--- src/rtl/vx_commit_packetizer_if.sv ---
// Commit packetizer port bundle: one full-width result in, one beat-wide commit out.
// The master side feeds results and consumes beats; the slave side is the packetizer.
interface vx_commit_packetizer_if #(
  parameter int NUM_LANES  = 8,
  parameter int BEAT_LANES = 4,
  parameter int XLEN       = 32,
  parameter int NW_WIDTH   = 2,
  parameter int NR_BITS    = 5,
  parameter int UUID_WIDTH = 44,
  parameter int PC_BITS    = 30
);
  localparam int NUM_BEATS = NUM_LANES / BEAT_LANES;
  localparam int PID_W     = (NUM_BEATS > 1) ? $clog2(NUM_BEATS) : 1;

  logic                       valid_in;
  logic                       ready_in;
  logic [UUID_WIDTH-1:0]      in_uuid;
  logic [NW_WIDTH-1:0]        in_wid;
  logic [PC_BITS-1:0]         in_PC;
  logic                       in_wb;
  logic [NR_BITS-1:0]         in_rd;
  logic [NUM_LANES-1:0]       in_tmask;
  logic [NUM_LANES*XLEN-1:0]  in_data;
  logic                       in_sop;
  logic                       in_eop;

  logic                       valid_out;
  logic                       ready_out;
  logic [UUID_WIDTH-1:0]      out_uuid;
  logic [NW_WIDTH-1:0]        out_wid;
  logic [PC_BITS-1:0]         out_PC;
  logic                       out_wb;
  logic [NR_BITS-1:0]         out_rd;
  logic [BEAT_LANES-1:0]      out_tmask;
  logic [BEAT_LANES*XLEN-1:0] out_data;
  logic                       out_sop;
  logic                       out_eop;
  logic [PID_W-1:0]           out_pid;

  modport master (
    output valid_in, in_uuid, in_wid, in_PC, in_wb, in_rd, in_tmask, in_data, in_sop, in_eop,
    output ready_out,
    input  ready_in,
    input  valid_out, out_uuid, out_wid, out_PC, out_wb, out_rd, out_tmask, out_data,
    input  out_sop, out_eop, out_pid
  );

  modport slave (
    input  valid_in, in_uuid, in_wid, in_PC, in_wb, in_rd, in_tmask, in_data, in_sop, in_eop,
    input  ready_out,
    output ready_in,
    output valid_out, out_uuid, out_wid, out_PC, out_wb, out_rd, out_tmask, out_data,
    output out_sop, out_eop, out_pid
  );
endinterface

--- src/rtl/vx_commit_packetizer.sv ---
// Splits one captured multi-lane commit result into beat-wide slices, sending only
// slices with active lanes, back-to-back with the next result when possible.
module vx_commit_packetizer #(
  parameter int NUM_LANES  = 8,
  parameter int BEAT_LANES = 4,
  parameter int XLEN       = 32,
  parameter int NW_WIDTH   = 2,
  parameter int NR_BITS    = 5,
  parameter int UUID_WIDTH = 44,
  parameter int PC_BITS    = 30
) (
  input logic                    clk,
  input logic                    reset,
  vx_commit_packetizer_if.slave  i_if
);
  localparam int NUM_BEATS = NUM_LANES / BEAT_LANES;
  localparam int PID_W     = (NUM_BEATS > 1) ? $clog2(NUM_BEATS) : 1;

  typedef enum logic {IDLE, SEND} state_t;

  state_t                    r_state;
  logic [PID_W-1:0]          r_pid;
  logic [PID_W-1:0]          r_last_pid;
  logic                      r_first;
  logic [UUID_WIDTH-1:0]     r_uuid;
  logic [NW_WIDTH-1:0]       r_wid;
  logic [PC_BITS-1:0]        r_PC;
  logic                      r_wb;
  logic [NR_BITS-1:0]        r_rd;
  logic [NUM_LANES-1:0]      r_tmask;
  logic [NUM_LANES*XLEN-1:0] r_data;
  logic                      r_sop;
  logic                      r_eop;

  logic [NUM_BEATS-1:0]       w_in_active;
  logic [NUM_BEATS-1:0]       w_r_active;
  logic [BEAT_LANES-1:0]      w_tmask_slice [NUM_BEATS];
  logic [BEAT_LANES*XLEN-1:0] w_data_slice  [NUM_BEATS];
  logic [PID_W-1:0]           w_in_first;
  logic [PID_W-1:0]           w_in_last;
  logic [PID_W-1:0]           w_next;
  logic                       w_last;
  logic                       w_valid;
  logic                       w_out_fire;
  logic                       w_ready_in;
  logic                       w_in_fire;

  generate
    for (genvar gi = 0; gi < NUM_BEATS; gi++) begin : g_slice
      assign w_in_active[gi]   = |i_if.in_tmask[gi*BEAT_LANES +: BEAT_LANES];
      assign w_r_active[gi]    = |r_tmask[gi*BEAT_LANES +: BEAT_LANES];
      assign w_tmask_slice[gi] = r_tmask[gi*BEAT_LANES +: BEAT_LANES];
      assign w_data_slice[gi]  = r_data[gi*BEAT_LANES*XLEN +: BEAT_LANES*XLEN];
    end
  endgenerate

  // An all-zero mask leaves first/last at slice 0, giving a single empty beat.
  always_comb begin
    w_in_first = '0;
    w_in_last  = '0;
    w_next     = r_pid;
    for (int k = NUM_BEATS - 1; k >= 0; k--) begin
      if (w_in_active[k]) w_in_first = PID_W'(k);
      if (w_r_active[k] && (k > int'(r_pid))) w_next = PID_W'(k);
    end
    for (int k = 0; k < NUM_BEATS; k++) begin
      if (w_in_active[k]) w_in_last = PID_W'(k);
    end
  end

  assign w_last     = (r_pid == r_last_pid);
  assign w_valid    = !reset && (r_state == SEND);
  assign w_out_fire = w_valid && i_if.ready_out;
  assign w_ready_in = !reset && ((r_state == IDLE) || (w_out_fire && w_last));
  assign w_in_fire  = i_if.valid_in && w_ready_in;

  always_ff @(posedge clk) begin
    if (reset) begin
      r_state <= IDLE;
      r_pid   <= '0;
      r_first <= 1'b0;
    end else if (w_in_fire) begin
      r_state <= SEND;
      r_pid   <= w_in_first;
      r_first <= 1'b1;
    end else if (w_out_fire) begin
      if (w_last) begin
        r_state <= IDLE;
      end else begin
        r_pid   <= w_next;
        r_first <= 1'b0;
      end
    end
  end

  always_ff @(posedge clk) begin
    if (w_in_fire) begin
      r_uuid     <= i_if.in_uuid;
      r_wid      <= i_if.in_wid;
      r_PC       <= i_if.in_PC;
      r_wb       <= i_if.in_wb;
      r_rd       <= i_if.in_rd;
      r_tmask    <= i_if.in_tmask;
      r_data     <= i_if.in_data;
      r_sop      <= i_if.in_sop;
      r_eop      <= i_if.in_eop;
      r_last_pid <= w_in_last;
    end
  end

  assign i_if.ready_in  = w_ready_in;
  assign i_if.valid_out = w_valid;
  assign i_if.out_uuid  = r_uuid;
  assign i_if.out_wid   = r_wid;
  assign i_if.out_PC    = r_PC;
  assign i_if.out_wb    = r_wb;
  assign i_if.out_rd    = r_rd;
  assign i_if.out_tmask = w_tmask_slice[r_pid];
  assign i_if.out_data  = w_data_slice[r_pid];
  assign i_if.out_sop   = r_sop && r_first;
  assign i_if.out_eop   = r_eop && w_last;
  assign i_if.out_pid   = r_pid;
endmodule

--- src/flat_wrapper.sv ---
// flat-port wrapper written by rule: the top's interface ports become plain ports
module vx_commit_packetizer_flat 
#(
  parameter int NUM_LANES  = 8,
  parameter int BEAT_LANES = 4,
  parameter int XLEN       = 32,
  parameter int NW_WIDTH   = 2,
  parameter int NR_BITS    = 5,
  parameter int UUID_WIDTH = 44,
  parameter int PC_BITS    = 30
)
  (clk, reset, i_if_valid_in, i_if_in_uuid, i_if_in_wid, i_if_in_PC, i_if_in_wb, i_if_in_rd, i_if_in_tmask, i_if_in_data, i_if_in_sop, i_if_in_eop, i_if_ready_out, i_if_ready_in, i_if_valid_out, i_if_out_uuid, i_if_out_wid, i_if_out_PC, i_if_out_wb, i_if_out_rd, i_if_out_tmask, i_if_out_data, i_if_out_sop, i_if_out_eop, i_if_out_pid);
  vx_commit_packetizer_if #(.NUM_LANES(NUM_LANES), .BEAT_LANES(BEAT_LANES), .XLEN(XLEN), .NW_WIDTH(NW_WIDTH), .NR_BITS(NR_BITS), .UUID_WIDTH(UUID_WIDTH), .PC_BITS(PC_BITS)) i_if_i ();
  input logic clk;
  input logic reset;
  input wire logic [$bits(i_if_i.valid_in)-1:0] i_if_valid_in;
  input wire logic [$bits(i_if_i.in_uuid)-1:0] i_if_in_uuid;
  input wire logic [$bits(i_if_i.in_wid)-1:0] i_if_in_wid;
  input wire logic [$bits(i_if_i.in_PC)-1:0] i_if_in_PC;
  input wire logic [$bits(i_if_i.in_wb)-1:0] i_if_in_wb;
  input wire logic [$bits(i_if_i.in_rd)-1:0] i_if_in_rd;
  input wire logic [$bits(i_if_i.in_tmask)-1:0] i_if_in_tmask;
  input wire logic [$bits(i_if_i.in_data)-1:0] i_if_in_data;
  input wire logic [$bits(i_if_i.in_sop)-1:0] i_if_in_sop;
  input wire logic [$bits(i_if_i.in_eop)-1:0] i_if_in_eop;
  input wire logic [$bits(i_if_i.ready_out)-1:0] i_if_ready_out;
  output wire logic [$bits(i_if_i.ready_in)-1:0] i_if_ready_in;
  output wire logic [$bits(i_if_i.valid_out)-1:0] i_if_valid_out;
  output wire logic [$bits(i_if_i.out_uuid)-1:0] i_if_out_uuid;
  output wire logic [$bits(i_if_i.out_wid)-1:0] i_if_out_wid;
  output wire logic [$bits(i_if_i.out_PC)-1:0] i_if_out_PC;
  output wire logic [$bits(i_if_i.out_wb)-1:0] i_if_out_wb;
  output wire logic [$bits(i_if_i.out_rd)-1:0] i_if_out_rd;
  output wire logic [$bits(i_if_i.out_tmask)-1:0] i_if_out_tmask;
  output wire logic [$bits(i_if_i.out_data)-1:0] i_if_out_data;
  output wire logic [$bits(i_if_i.out_sop)-1:0] i_if_out_sop;
  output wire logic [$bits(i_if_i.out_eop)-1:0] i_if_out_eop;
  output wire logic [$bits(i_if_i.out_pid)-1:0] i_if_out_pid;
  assign i_if_i.valid_in = i_if_valid_in;
  assign i_if_i.in_uuid = i_if_in_uuid;
  assign i_if_i.in_wid = i_if_in_wid;
  assign i_if_i.in_PC = i_if_in_PC;
  assign i_if_i.in_wb = i_if_in_wb;
  assign i_if_i.in_rd = i_if_in_rd;
  assign i_if_i.in_tmask = i_if_in_tmask;
  assign i_if_i.in_data = i_if_in_data;
  assign i_if_i.in_sop = i_if_in_sop;
  assign i_if_i.in_eop = i_if_in_eop;
  assign i_if_i.ready_out = i_if_ready_out;
  assign i_if_ready_in = i_if_i.ready_in;
  assign i_if_valid_out = i_if_i.valid_out;
  assign i_if_out_uuid = i_if_i.out_uuid;
  assign i_if_out_wid = i_if_i.out_wid;
  assign i_if_out_PC = i_if_i.out_PC;
  assign i_if_out_wb = i_if_i.out_wb;
  assign i_if_out_rd = i_if_i.out_rd;
  assign i_if_out_tmask = i_if_i.out_tmask;
  assign i_if_out_data = i_if_i.out_data;
  assign i_if_out_sop = i_if_i.out_sop;
  assign i_if_out_eop = i_if_i.out_eop;
  assign i_if_out_pid = i_if_i.out_pid;
  vx_commit_packetizer #(.NUM_LANES(NUM_LANES), .BEAT_LANES(BEAT_LANES), .XLEN(XLEN), .NW_WIDTH(NW_WIDTH), .NR_BITS(NR_BITS), .UUID_WIDTH(UUID_WIDTH), .PC_BITS(PC_BITS)) u_core (.clk(clk), .reset(reset), .i_if(i_if_i));
endmodule
--- config.mk ---
export PLATFORM = sky130hd
export DESIGN_NAME = vx_commit_packetizer_flat
export DESIGN_NICKNAME = d
export VERILOG_FILES = /design/src/rtl/vx_commit_packetizer_if.sv /design/src/rtl/vx_commit_packetizer.sv /design/src/flat_wrapper.sv
export SDC_FILE = /design/constraint.sdc
export NUM_CORES = 1
export LEC_CHECK = 0
export CORE_AREA = 2 2 222 224
export CTS_CLUSTER_SIZE = 16
export DETAILED_ROUTE_END_ITERATION = 10
export DIE_AREA = 0 0 224 226
export PLACE_DENSITY_LB_ADDON = 0.2
export SLEW_MARGIN = 40
export SYNTH_ARGS = -nofsm -noshare
export SYNTH_HDL_FRONTEND = slang
export SYNTH_SLANG_ARGS = --single-unit
--- constraint.sdc ---
create_clock -name clk -period 52.9 [get_ports clk]
set_input_delay 5.29 -clock clk [delete_from_list [all_inputs] [get_ports clk]]
set_output_delay 5.29 -clock clk [all_outputs]
set_load 0.1 [all_outputs]
==> results.ini <==
[setup_path]
cp_data_arrival_time_ns=6.62
cp_slowest_cell=clkdlybuf4s50_1
cp-startpoint=i_if_ready_out
cp_cell_sequence=clkdlybuf4s50_1, a21boi_2, nor2_1, buf_2
slowest_delay_ns=0.54
critPathTopFamily=buffers and inverters
path_buf_inv=2
reg2reg_from=u_core.i_if.out_pid$_SDFFE_PP0P_
critPathKind=input pin to output pin
crit_required_ns=47.61
crit_path_end_kind=output pin
crit_path_start_kind=input pin
worstPathMaxFanout=4

[clocking]
cts_setup_buffers=0
cts_max_path_buffers=3
cts_sinks=352
numCtsBuffers=41
cts_hold_buf=0
worstSkewPairLatency_ns=0.55
htreeDepth=2
ctsRootBufferMaster=clkbuf_16
cts_tree=built
path_clk_slew_ns=0.06
cts_resized=0

[sta]
maxSlewHeadroom_pct=46.7
fmax_mhz=84.0
slew_viol_final=0
setup_slack_ns=40.99
hold_viol_final=0
post-route-period-util_pct=22.5
tightest_slew_ns=0.800
setup_viol=0
rsz0062_at_grt=no
fin_crit_ns=11.91
clock_skew_ns=0.0193
hold-worst-slack_ns=0.545
tns_ns=0

[synthesis]
ys_ff_latch=352
netlist_top_cells_area=edfxtp_1 85%, mux2_2 10%, mux2_1 2.0%
yosysWarnings=0
ys_types=22
syn-cell-area_sq_mm=0.0123
yosys.area.top_type=edfxtp_1
netlist_instances=522
syn_nets=874
ys_seq_area_share_pct=85.8
netlist.area_leader.share_pct=85.3
synth_area_per_cell_sq_um=23.5

[drt]
dr_wl_met3_microns=4050
drc=0
firstDrtPassIters=6
vias_per_cell=4.02
num_vias=7175
drtAntennaViolNets=0
drt-wirelength-per-cell_microns=19.7
routed_wl_microns=35100
drt-met1-wl_microns=12700
wl_met2_microns=17300
highest_layer=met5
drtIter0Drc=294

[global_routing]
grt_max_degree=81
overflow=0
grt_pass1_vias=7591
antenna_found_initial=5
grt_usage_pct=13.2
grt_first_pass_wirelength_microns=48600

[status]
status=finished, final reports clean

[place]
numPortBuffers=570
dp.final_hpwl_microns=25900
dpl_cell_area_sq_mm=0.0177
preCtsSetupSlack_ns=40.99
place.gp.congestion=0.757

[worst_hold_path]
hold_path_startpoint=u_core.r_first$_SDFFE_PP0P_
holdCritPathClass=register to register

[power_and_ir_drop]
vdd_ir_drop_max_mv=0.0269
cellLeakagePower_nw=6.72
p_per_area_mw_per_mm2=38.7
p_seq_share_pct=44.2
p_int_uw=522
clkPwrFrac_pct=37.4
power.switching_uw=214
pwr-share-comb_pct=18.4
switching_share_pct=29.1

[final_layout]
fin_util_pct=39.3
drive_above_1_share_pct=34.5
area.growth.synth_to_final_pct=54.5
fillers=4494
finalInstanceArea_sq_mm=0.0190
layout.nets=1480

[die]
die_w_microns=224
initial_core_util_pct=25.4
ios=571
die_h_microns=226
die_area_sq_mm=0.0506
fp.coreArea_sq_mm=0.0483
row_count=81

[job]
cap_viol_max_count=0

worst reg2reg max path: stages (launching register included):
cell and delay [ns]:
dfxtp_4 0.78, xnor2_4 0.21, a21boi_2 0.12, nor3_2 0.20
buf_6 0.63, buf_6 0.74, buf_6 0.72
final timing paths:
kind                                   to  slack [ns]  depth (start not counted)
max                         i_if_ready_in       40.99                          4
min reg2reg   u_core.r_first$_SDFFE_PP0P_        0.55                          2
max reg2reg  u_core.r_data[103]$_DFFE_PP_       49.06                          6
min           u_core.r_first$_SDFFE_PP0P_        0.55                          2
metrics by stage:
step	power, mW	instances
2_1_floorplan	0.436	522
3_3_place_gp	0.477	1706
3_5_place_dp	0.467	1706
4_1_cts	0.747	1781
5_1_grt	0.762	1783
6_report	0.736	1785
area by class of cell:
class                      instances  area [sq um]  area share [%]
sequential                       352         10500            55.5
timing repair buffer             578          4700            24.7
tap                              622           778            4.10
clock buffer                      49          1100            5.79
multi-input combinational        154          1660            8.72
clock inverter                    26           204            1.07
inverter                           1          3.75          0.0198
antenna                            3          7.51          0.0395
Yosys cell counts:
cell / n
nor2_1: 4
dfxtp_1: 3
nand2b_1: 1
mux2_2: 110
and4b_1: 1
buf_6: 1
buf_4: 7
xnor2_4: 1
a21boi_2: 1
o31a_1: 1
a21oi_1: 2
nor4_1: 1
mux2_1: 22
nor3_1: 2
nand2_1: 2
edfxtp_1: 349
or4_1: 2
buf_2: 7
nor2b_1: 1
a211oi_2: 1
and2_1: 2
inv_1: 1
kinds of logic (layout without fill, tap and decap cells):
| family | after synthesis | after routing | share of synthesized area [%] |
|---|---|---|---|
| DFF | 352 | 352 | 85.8 |
| other | 0 | 3 | 0 |
| muxes | 132 | 132 | 12.1 |
| buffers and inverters | 16 | 654 | 0.835 |
| xor gates and xnor gates | 1 | 1 | 0.224 |
| and+or+nand+nor | 16 | 16 | 0.723 |
| AOI/OAI and AO/OA | 5 | 5 | 0.346 |
metal layers:
layer  GRT usage, %  vias up
met5              0        -
met4           5.51        8
met3           6.80       61
met2           22.1      334
met1           14.0     3451
li1               -     3321
power groups by stage:
stage	Clock (mW)	Sequential [mW]	Combinational (mW)
2_1_floorplan	0	0.359	0.0769
3_3_place_gp	0	0.331	0.146
3_5_place_dp	0	0.331	0.136
4_1_cts	0.285	0.325	0.137
5_1_grt	0.296	0.326	0.140
6_report	0.275	0.325	0.135
flip-flops by register name (all words and copies together) (netlist names):
name                  count
u_core.r_data           256
u_core.i_if.out_uuid     44
u_core.i_if.out_PC       30
u_core.r_tmask            8
u_core.i_if.out_rd        5
u_core.i_if.out_wid       2
u_core.i_if.out_pid       1
u_core.i_if.out_wb        1
u_core.r_eop              1
u_core.r_first            1
u_core.r_last_pid         1
u_core.r_sop              1
u_core.r_state            1
cell usage in the layout, fill, tap and decap left out, types with 2 or more instances in the layout:
master             n
a21oi_1            2
and2_1             2
buf_2            219
buf_4              3
buf_6              4
bufinv_16          3
clkbuf_1           6
clkbuf_16         43
clkdlybuf4s50_1  351
clkinv_1          12
clkinv_2           6
clkinvlp_4         4
dfxtp_1            2
diode_2            3
edfxtp_1         349
mux2_1            22
mux2_2           110
nand2_1            2
nor2_1             4
or4_1              2
Power figures use the tool's default switching activity.
